===== src/rtl/data_memory_dump_ctrl.sv =====
// -----------------------------------------------------------------------------
// data_memory_dump_ctrl
//   Debug-side sequencer that dumps the data memory over the UART TX path.
//   On a start request it walks the debug read pointer from word 0 up to
//   NUM_WORDS-1, waits READ_LATENCY cycles for each word to appear on the
//   debug read port, latches it, and streams it as four bytes (MSB first)
//   over a valid/ready handshake. A one-cycle done pulse closes the dump.
//
// Ports:
//   i_clock        system clock, rising edge
//   i_reset        asynchronous active-low reset
//   i_start        dump request, level-sampled only while idle
//   i_mem_data     word returned by the data memory debug read port
//   o_mem_pointer  word address driven to the data memory debug port
//   o_tx_data      byte presented to the UART transmitter
//   o_tx_valid     o_tx_data holds a byte to be transferred
//   i_tx_ready     UART transmitter can accept a byte
//   o_busy         dump in progress
//   o_done         one-cycle pulse after the last byte has been accepted
// -----------------------------------------------------------------------------
module data_memory_dump_ctrl #(
  parameter int TAM_DATA     = 32,
  parameter int NUM_DIREC    = 7,
  parameter int NUM_WORDS    = 128,
  parameter int READ_LATENCY = 1
) (
  input  logic                 i_clock,
  input  logic                 i_reset,
  input  logic                 i_start,
  input  logic [TAM_DATA-1:0]  i_mem_data,
  output logic [NUM_DIREC-1:0] o_mem_pointer,
  output logic [7:0]           o_tx_data,
  output logic                 o_tx_valid,
  input  logic                 i_tx_ready,
  output logic                 o_busy,
  output logic                 o_done
);

  typedef enum logic [2:0] {
    ST_IDLE = 3'd0,
    ST_ADDR = 3'd1,
    ST_LOAD = 3'd2,
    ST_SEND = 3'd3,
    ST_DONE = 3'd4
  } state_t;

  localparam logic [NUM_DIREC-1:0] LAST_PTR = NUM_DIREC'(NUM_WORDS - 1);
  localparam logic [NUM_DIREC-1:0] PTR_ONE  = NUM_DIREC'(1);
  // Counter value on the last ADDR cycle: after READ_LATENCY cycles the word
  // on i_mem_data belongs to the current pointer.
  localparam logic [2:0]           LAT_LAST = 3'(READ_LATENCY - 1);

  // Byte lane selection, index 0 is the most significant byte.
  function automatic logic [7:0] sel_byte(input logic [31:0] word,
                                          input logic [1:0]  idx);
    logic [7:0] b;
    case (idx)
      2'd0:    b = word[31:24];
      2'd1:    b = word[23:16];
      2'd2:    b = word[15:8];
      2'd3:    b = word[7:0];
      default: b = 8'd0;
    endcase
    return b;
  endfunction

  state_t                 state_r, state_nxt_s;
  logic [NUM_DIREC-1:0]   ptr_r, ptr_nxt_s;
  logic [7:0]             tx_data_r, tx_data_nxt_s;
  logic                   tx_valid_r, tx_valid_nxt_s;
  logic                   busy_r, busy_nxt_s;
  logic                   done_r, done_nxt_s;
  logic [TAM_DATA-1:0]    word_r, word_nxt_s;
  logic [1:0]             idx_r, idx_nxt_s;
  logic [2:0]             lat_r, lat_nxt_s;

  // Next-state and next-output computation for the dump sequencer.
  always_comb begin
    state_nxt_s    = state_r;
    ptr_nxt_s      = ptr_r;
    tx_data_nxt_s  = tx_data_r;
    tx_valid_nxt_s = tx_valid_r;
    busy_nxt_s     = busy_r;
    done_nxt_s     = 1'b0;
    word_nxt_s     = word_r;
    idx_nxt_s      = idx_r;
    lat_nxt_s      = lat_r;

    case (state_r)
      ST_IDLE: begin
        busy_nxt_s = 1'b0;
        if (i_start) begin
          state_nxt_s = ST_ADDR;
          ptr_nxt_s   = '0;
          busy_nxt_s  = 1'b1;
          lat_nxt_s   = 3'd0;
        end else begin
          state_nxt_s = ST_IDLE;
        end
      end

      ST_ADDR: begin
        lat_nxt_s = lat_r + 3'd1;
        if (lat_r == LAT_LAST) begin
          state_nxt_s = ST_LOAD;
        end else begin
          state_nxt_s = ST_ADDR;
        end
      end

      ST_LOAD: begin
        word_nxt_s     = i_mem_data;
        idx_nxt_s      = 2'd0;
        tx_data_nxt_s  = sel_byte(i_mem_data, 2'd0);
        tx_valid_nxt_s = 1'b1;
        state_nxt_s    = ST_SEND;
      end

      ST_SEND: begin
        // Without a transfer everything holds, so valid never drops early
        // and the presented byte stays stable under backpressure.
        if (tx_valid_r && i_tx_ready) begin
          if (idx_r != 2'd3) begin
            idx_nxt_s     = idx_r + 2'd1;
            tx_data_nxt_s = sel_byte(word_r, idx_r + 2'd1);
          end else begin
            tx_valid_nxt_s = 1'b0;
            if (ptr_r == LAST_PTR) begin
              state_nxt_s = ST_DONE;
              done_nxt_s  = 1'b1;
            end else begin
              ptr_nxt_s   = ptr_r + PTR_ONE;
              lat_nxt_s   = 3'd0;
              state_nxt_s = ST_ADDR;
            end
          end
        end else begin
          state_nxt_s = ST_SEND;
        end
      end

      ST_DONE: begin
        ptr_nxt_s   = '0;
        busy_nxt_s  = 1'b0;
        state_nxt_s = ST_IDLE;
      end

      default: begin
        state_nxt_s    = ST_IDLE;
        ptr_nxt_s      = '0;
        tx_data_nxt_s  = 8'd0;
        tx_valid_nxt_s = 1'b0;
        busy_nxt_s     = 1'b0;
        word_nxt_s     = '0;
        idx_nxt_s      = 2'd0;
        lat_nxt_s      = 3'd0;
      end
    endcase
  end

  // State and output registers; reset aborts any dump in progress.
  always_ff @(posedge i_clock or negedge i_reset) begin
    if (!i_reset) begin
      state_r    <= ST_IDLE;
      ptr_r      <= '0;
      tx_data_r  <= 8'd0;
      tx_valid_r <= 1'b0;
      busy_r     <= 1'b0;
      done_r     <= 1'b0;
      word_r     <= '0;
      idx_r      <= 2'd0;
      lat_r      <= 3'd0;
    end else begin
      state_r    <= state_nxt_s;
      ptr_r      <= ptr_nxt_s;
      tx_data_r  <= tx_data_nxt_s;
      tx_valid_r <= tx_valid_nxt_s;
      busy_r     <= busy_nxt_s;
      done_r     <= done_nxt_s;
      word_r     <= word_nxt_s;
      idx_r      <= idx_nxt_s;
      lat_r      <= lat_nxt_s;
    end
  end

  assign o_mem_pointer = ptr_r;
  assign o_tx_data     = tx_data_r;
  assign o_tx_valid    = tx_valid_r;
  assign o_busy        = busy_r;
  assign o_done        = done_r;

endmodule


===== config.mk =====
export PLATFORM = sky130hd
export DESIGN_NAME = data_memory_dump_ctrl
export DESIGN_NICKNAME = d
export VERILOG_FILES = /design/src/rtl/data_memory_dump_ctrl.sv
export SDC_FILE = /design/constraint.sdc
export NUM_CORES = 1
export LEC_CHECK = 0
export BUFFER_PORTS_ARGS = -buffer_cell sky130_fd_sc_hd__clkbuf_2
export CAP_MARGIN = 0
export CORE_UTILIZATION = 30
export CTS_BUF_LIST = sky130_fd_sc_hd__clkbuf_8
export DETAILED_ROUTE_END_ITERATION = 10
export SLEW_MARGIN = 20
export SYNTH_ARGS = -nofsm -noshare
export SYNTH_HDL_FRONTEND = slang
export SYNTH_SLANG_ARGS = --single-unit

===== constraint.sdc =====
create_clock -name i_clock -period 3 [get_ports i_clock]
set_input_delay 0.75 -clock i_clock [delete_from_list [all_inputs] [get_ports i_clock]]
set_output_delay 0.75 -clock i_clock [all_outputs]
set_load 0.01 [all_outputs]

# After elaboration in Yosys (flattened, before gate mapping)
# Cells that the tools add are included.
[totals]
word_cells = 76
in_bits = 36
out_inout_bits = 18
reg_bits = 58
[classes]
eq_ne = 15
mux = 33
bitwise_logic = 3
add_sub_neg = 3
reduce_logical = 13
[ops]
columns = ["op", "count"]
rows = [
  ["32-bit one-hot mux with 2 select lines", 1],
  ["8-bit one-hot mux with 4 select lines", 1],
  ["7-bit 2-to-1 mux", 4],
  ["3-bit one-hot mux with 4 select lines", 2],
  ["8-bit one-hot mux with 3 select lines", 1],
  ["3-bit 2-to-1 mux", 7],
  ["7-bit one-hot mux with 3 select lines", 1],
  ["8-bit 2-to-1 mux", 2],
  ["2-bit != test, second input constant", 6],
  ["5-bit AND reduction", 2],
  ["1-bit 2-to-1 mux", 8],
  ["7-bit by 1-bit adder with 7-bit output, second input constant", 1],
  ["7-bit == test, second input constant", 1],
  ["3-bit by 2-bit == test with 1-bit output, second input constant", 2],
  ["3-bit zero test", 2],
  ["2-bit 2-to-1 mux", 3],
  ["3-bit AND reduction", 2],
  ["3-bit OR reduction", 2],
  ["2-bit == test, second input constant", 2],
  ["2-bit one-hot mux with 2 select lines", 1],
  ["2-bit OR reduction", 2],
  ["4-bit OR reduction", 1],
  ["3-bit by 1-bit adder with 3-bit output, second input constant", 1],
  ["3-bit by 1-bit == test with 1-bit output, second input constant", 1],
  ["other kinds (9)", 11],
]

# Longest topological paths before layout
[logic_depth]
ltp_word = 6
depth_mapped = 7
ltp_nobuf = 6

# Worst setup path after synthesis
# Ideal clock, no wire load.
[synth_timing]
path_type = "register to register"
from = "register idx_r[0]"
to = "register tx_data_r[4] (netlist: o_tx_data[4])"
period_less_slack_ns = 1.524
stages_incl_launch_ff = 8
path_buffers = 1
setup_time_ns = 0.122
arrival_ns = 1.402
slack_ns = 1.476
t_required_ns = 2.878
path_cell_list = "dfrtp_1 > inv_1 > ha_1 > clkbuf_1 > a222oi_1 > mux2i_1 > a22oi_1 > o21ai_1"
[synth_between]
elab_chain_len = 6
word_cells_on_any_way = 12
classes_between = "add/sub (1); eq/ne (5); mux (4); reduce/logical (2)"
[synth_rtl]
columns = ["element", "line_no", "source"]
rows = [
  ["from (decl)", "74", "logic [1:0] idx_r, idx_nxt_s;"],
  ["from (signal assigned)", "181", "idx_r <= idx_nxt_s;"],
  ["2-bit by 1-bit adder with 2-bit output", "125", "tx_data_nxt_s = sel_byte(word_r, idx_r + 2'd1);"],
  ["2-bit == test, or another cell as far along", "57", "case (idx)"],
  ["8-bit one-hot mux with 4 select lines", "57", ""],
  ["8-bit 2-to-1 mux", "123", "if (idx_r != 2'd3) begin"],
  ["8-bit 2-to-1 mux", "122", "if (tx_valid_r && i_tx_ready) begin"],
  ["8-bit one-hot mux with 3 select lines", "89", "case (state_r)"],
  ["to (signal assigned)", "176", "tx_data_r <= tx_data_nxt_s;"],
  ["to (decl)", "69", "logic [7:0] tx_data_r, tx_data_nxt_s;"],
]
# Parallel ways exist; a longest one is shown, timed or not. The select of a mux whose other input is x is not followed.
# A chain may end at the register's enable or synchronous reset.

# Worst setup path in the final report
[layout_timing]
from = "register state_r[0]"
to = "register tx_data_r[7] (netlist: o_tx_data[7])"
[layout_between]
elab_chain_len = 4
word_cells_on_any_way = 11
classes_between = "eq/ne (6); mux (1); bitwise (1); reduce/logical (3)"
[layout_rtl]
columns = ["element", "line_no", "source"]
rows = [
  ["from (decl)", "67", "state_t state_r, state_nxt_s;"],
  ["from (signal assigned)", "174", "state_r <= state_nxt_s;"],
  ["3-bit by 1-bit == test with 1-bit output, or another cell as far along", "89", ""],
  ["3-bit OR reduction (no line)", "-", ""],
  ["1-bit NOT (no line)", "-", ""],
  ["3-bit AND reduction (no line)", "-", ""],
]
# Parallel ways exist; a longest one is shown, timed or not.

==> reports/results.txt <==
Status: complete, but fails checks
Violated checks: DRC
Post-CTS Setup Inserts: 0
Largest stage delay on the critical path: 0.76 ns
Synthesis Warnings: 0
Initial Util: 31.5%
Critical path class: flip-flop to flip-flop
Most used flip-flop cell after synthesis: dfrtp_1
Slowest library cell on the worst path: dfrtp_1
Overall power: 0.00341 W
Drt first pass iters: 7
Buf/Inv on CP: 0
Seq. cell area: 1450 sq um
DR vias: 2133
Slew of the pin with the lowest slew margin: 0.762 ns
I/O pin count: 54
Full die area: 9670 sq um
RSZ-0062 raised after global routing: no
Post-cts sizing count: 0
Pins Over Slew Limit: 0
Initial DRC count: 146
Setup crit start kind: flip-flop
Longest Clk Path Bufs: 2
Final setup fails: 0
Cts hold-fix bufs: 0
GRT Overall Usage: 14.6%
Placer congestion estimate: 0.779
P_leak: 1.62 nW
IO Port Bufs: 53
Max_slew headroom: 49.2%
Cell family with most CP delay: flip-flops
Worst path cell trace: mux2i_4 > o21a_1 > nand3b_4 > o21ai_1
Most frequent cells in the layout: 58 x dfrtp_1, 53 x clkbuf_2, 34 x a22o_1
Worst Setup End Kind: flip-flop
DR WL/cell: 15.9 um
Total Wirelength: 6550 um
Crit path from: state_r[0]
Max frequency: 498 MHz
Root buffer cell: clkbuf_8
CTS tree: yes
RR Startpoint: state_r[0]
Initial antenna violation count: 0
Power per Cell Area: 1020 nW/um^2
Distinct cells, synth: 40
Sum Neg Setup Slack: 0 ns
Area occupied by multi-input gates: 1160 sq um
NumNets Final: 341
Worst Path Arrival: 2.22 ns
Commonest non-fill, non-tap cell in the layout: dfrtp_1
Synth top area cells: dfrtp_1 52%, a22o_1 11%, mux2i_1 3.6%
Mapped Nets: 291
Layout area overhead: 19.8%
CTS H-tree lvls: 3
Post-route ant nets: 0
Register area share after synthesis: 52.1%
CTS Buf Count: 9
Max cap viols: 0
CTS clk-pin slew, worst paths: 0.06 ns
Synth Area per Inst: 11.2 sq um
Drt drc: 6
Synthesized cell area: 2780 sq um
Clk sinks: 58
Remaining Overflow, GRT: 0
Largest net degree at the start of global routing: 59
Number of fill cells: 905
Post-synth EDFFs: 0
Die Wd: 98.3 um
Post-synth ARST share: 100%
Mapped Cells: 248
Min Tclk post-route: 2.01 ns
Yosys reg bits: 58
Avg Vias per Cell: 5.19
Worst Hold Launch: o_tx_data[1]
First-pass GRT wire length: 10900 um
Yosys top cell area share: 52.1%
Endpoints failing hold: 0
VDD IR max: 278 uV
Worst-Skew Late Latency: 0.34 ns
Synth area leader: dfrtp_1
Vias in the first global route: 2104
Hold Crit Class: flip-flop to flip-flop
Antenna diodes: 0
Core area: 8850 sq um
Cell Rows: 34
DP HPWL: 4400 um
Worst Path Max Fanout: 17
Die H: 98.3 um
Setup Skew: 0.00953 ns
CP Data Required Time: 3.22 ns
Period utilisation layout: 66.9%
Share of cells above drive strength 1: 26.4%
[state kept, by name, summed over array words and instances (netlist names)]
name / cells
idx_r: 2
lat_r: 3
o_busy: 1
o_done: 1
o_mem_pointer: 7
o_tx_data: 8
o_tx_valid: 1
state_r: 3
word_r: 32
[path summary, 6_finish.rpt]
| check | end | slack [ns] | cells after the start |
|---|---|---|---|
| worst max-delay path | o_tx_data[7] | 0.99 | 4 |
| min in group asynchronous | word_r[20] | 0.55 | 2 |
| max in group asynchronous | o_mem_pointer[6] | 1.94 | 2 |
| worst min register to register | o_tx_data[1] | 0.49 | 2 |
| worst max register to register | o_tx_data[7] | 0.99 | 4 |
| worst min-delay path | o_tx_data[1] | 0.49 | 2 |
[kinds of logic after synthesis]
logic type | count (synthesis) | synth area share [%]
compound gates | 85 | 23.3
flops | 58 | 52.1
simple gates | 48 | 9.93
buf+inv | 37 | 6.34
mux | 12 | 4.81
fa+ha+maj | 7 | 3.15
xor+xnor | 1 | 0.315
[per-layer routing]
metal	GRT usage (%)	up-vias	wire length, um	share of wire (%)
li1	-	1019	-	-
met3	4.22	9	347	5.3
met2	21.6	59	2990	46
met4	6.20	0	105	1.6
met1	20.0	1046	3100	47
met5	0	-	0	0
[cells in the mapped netlist (2+ instances only)]
library cell	instances
nor3_1	2
clkbuf_1	2
o21ai_1	12
a21oi_1	4
dfrtp_1	58
mux2i_1	10
a222oi_1	8
a22o_1	34
nand3_1	9
a22oi_1	8
o21ai_0	6
ha_1	7
buf_4	5
buf_2	9
a31oi_1	5
nor3b_1	3
nor2_1	5
inv_1	19
nand2_1	18
o21a_1	3
nand3b_4	2
[power breakdown]
group / leakage (nW) / total (W) / switching [W] / internal, W
logic: 0.776 / 0.00125 / 0.000643 / 0.000603
registers: 0.729 / 0.00137 / 0.000274 / 0.00110
clock network: 0.113 / 0.000789 / 0.000305 / 0.000484
total: 1.62 / 0.00341 / 0.00122 / 0.00219
[stage by stage]
| step | instance area (sq um) | instances | utilization [%] | hold slack (ns) | setup WS [ns] |
|---|---|---|---|---|---|
| finish | 3330 | 411 | 37.7 | 0.493 | 0.994 |
| global route | 3330 | 411 | 37.7 | 0.513 | 0.832 |
| CTS | 3330 | 411 | 37.7 | 0.500 | 0.973 |
| detailed placement | 3120 | 395 | 35.2 | 0.482 | 0.977 |
| global placement | 3120 | 395 | 35.2 | 0.483 | 1.03 |
| floorplan | 2780 | 248 | - | 0.454 | 1.48 |
[tightest hold or removal path, cell delays in order, from the launching register on]
cell	delay [ns]
dfrtp_1	0.34
nand2_1	0.05
o21ai_1	0.06
[area by class of cell]
cell class | instances | share of cell area, %
clock buffers | 10 | 4.13
flip-flops and latches | 58 | 43.5
repair buffers | 57 | 8.86
clock inverters | 6 | 2.44
well taps | 108 | 4.05
inverters | 19 | 2.14
multi-input cells | 153 | 34.9
Power figures use the tool's default switching activity.
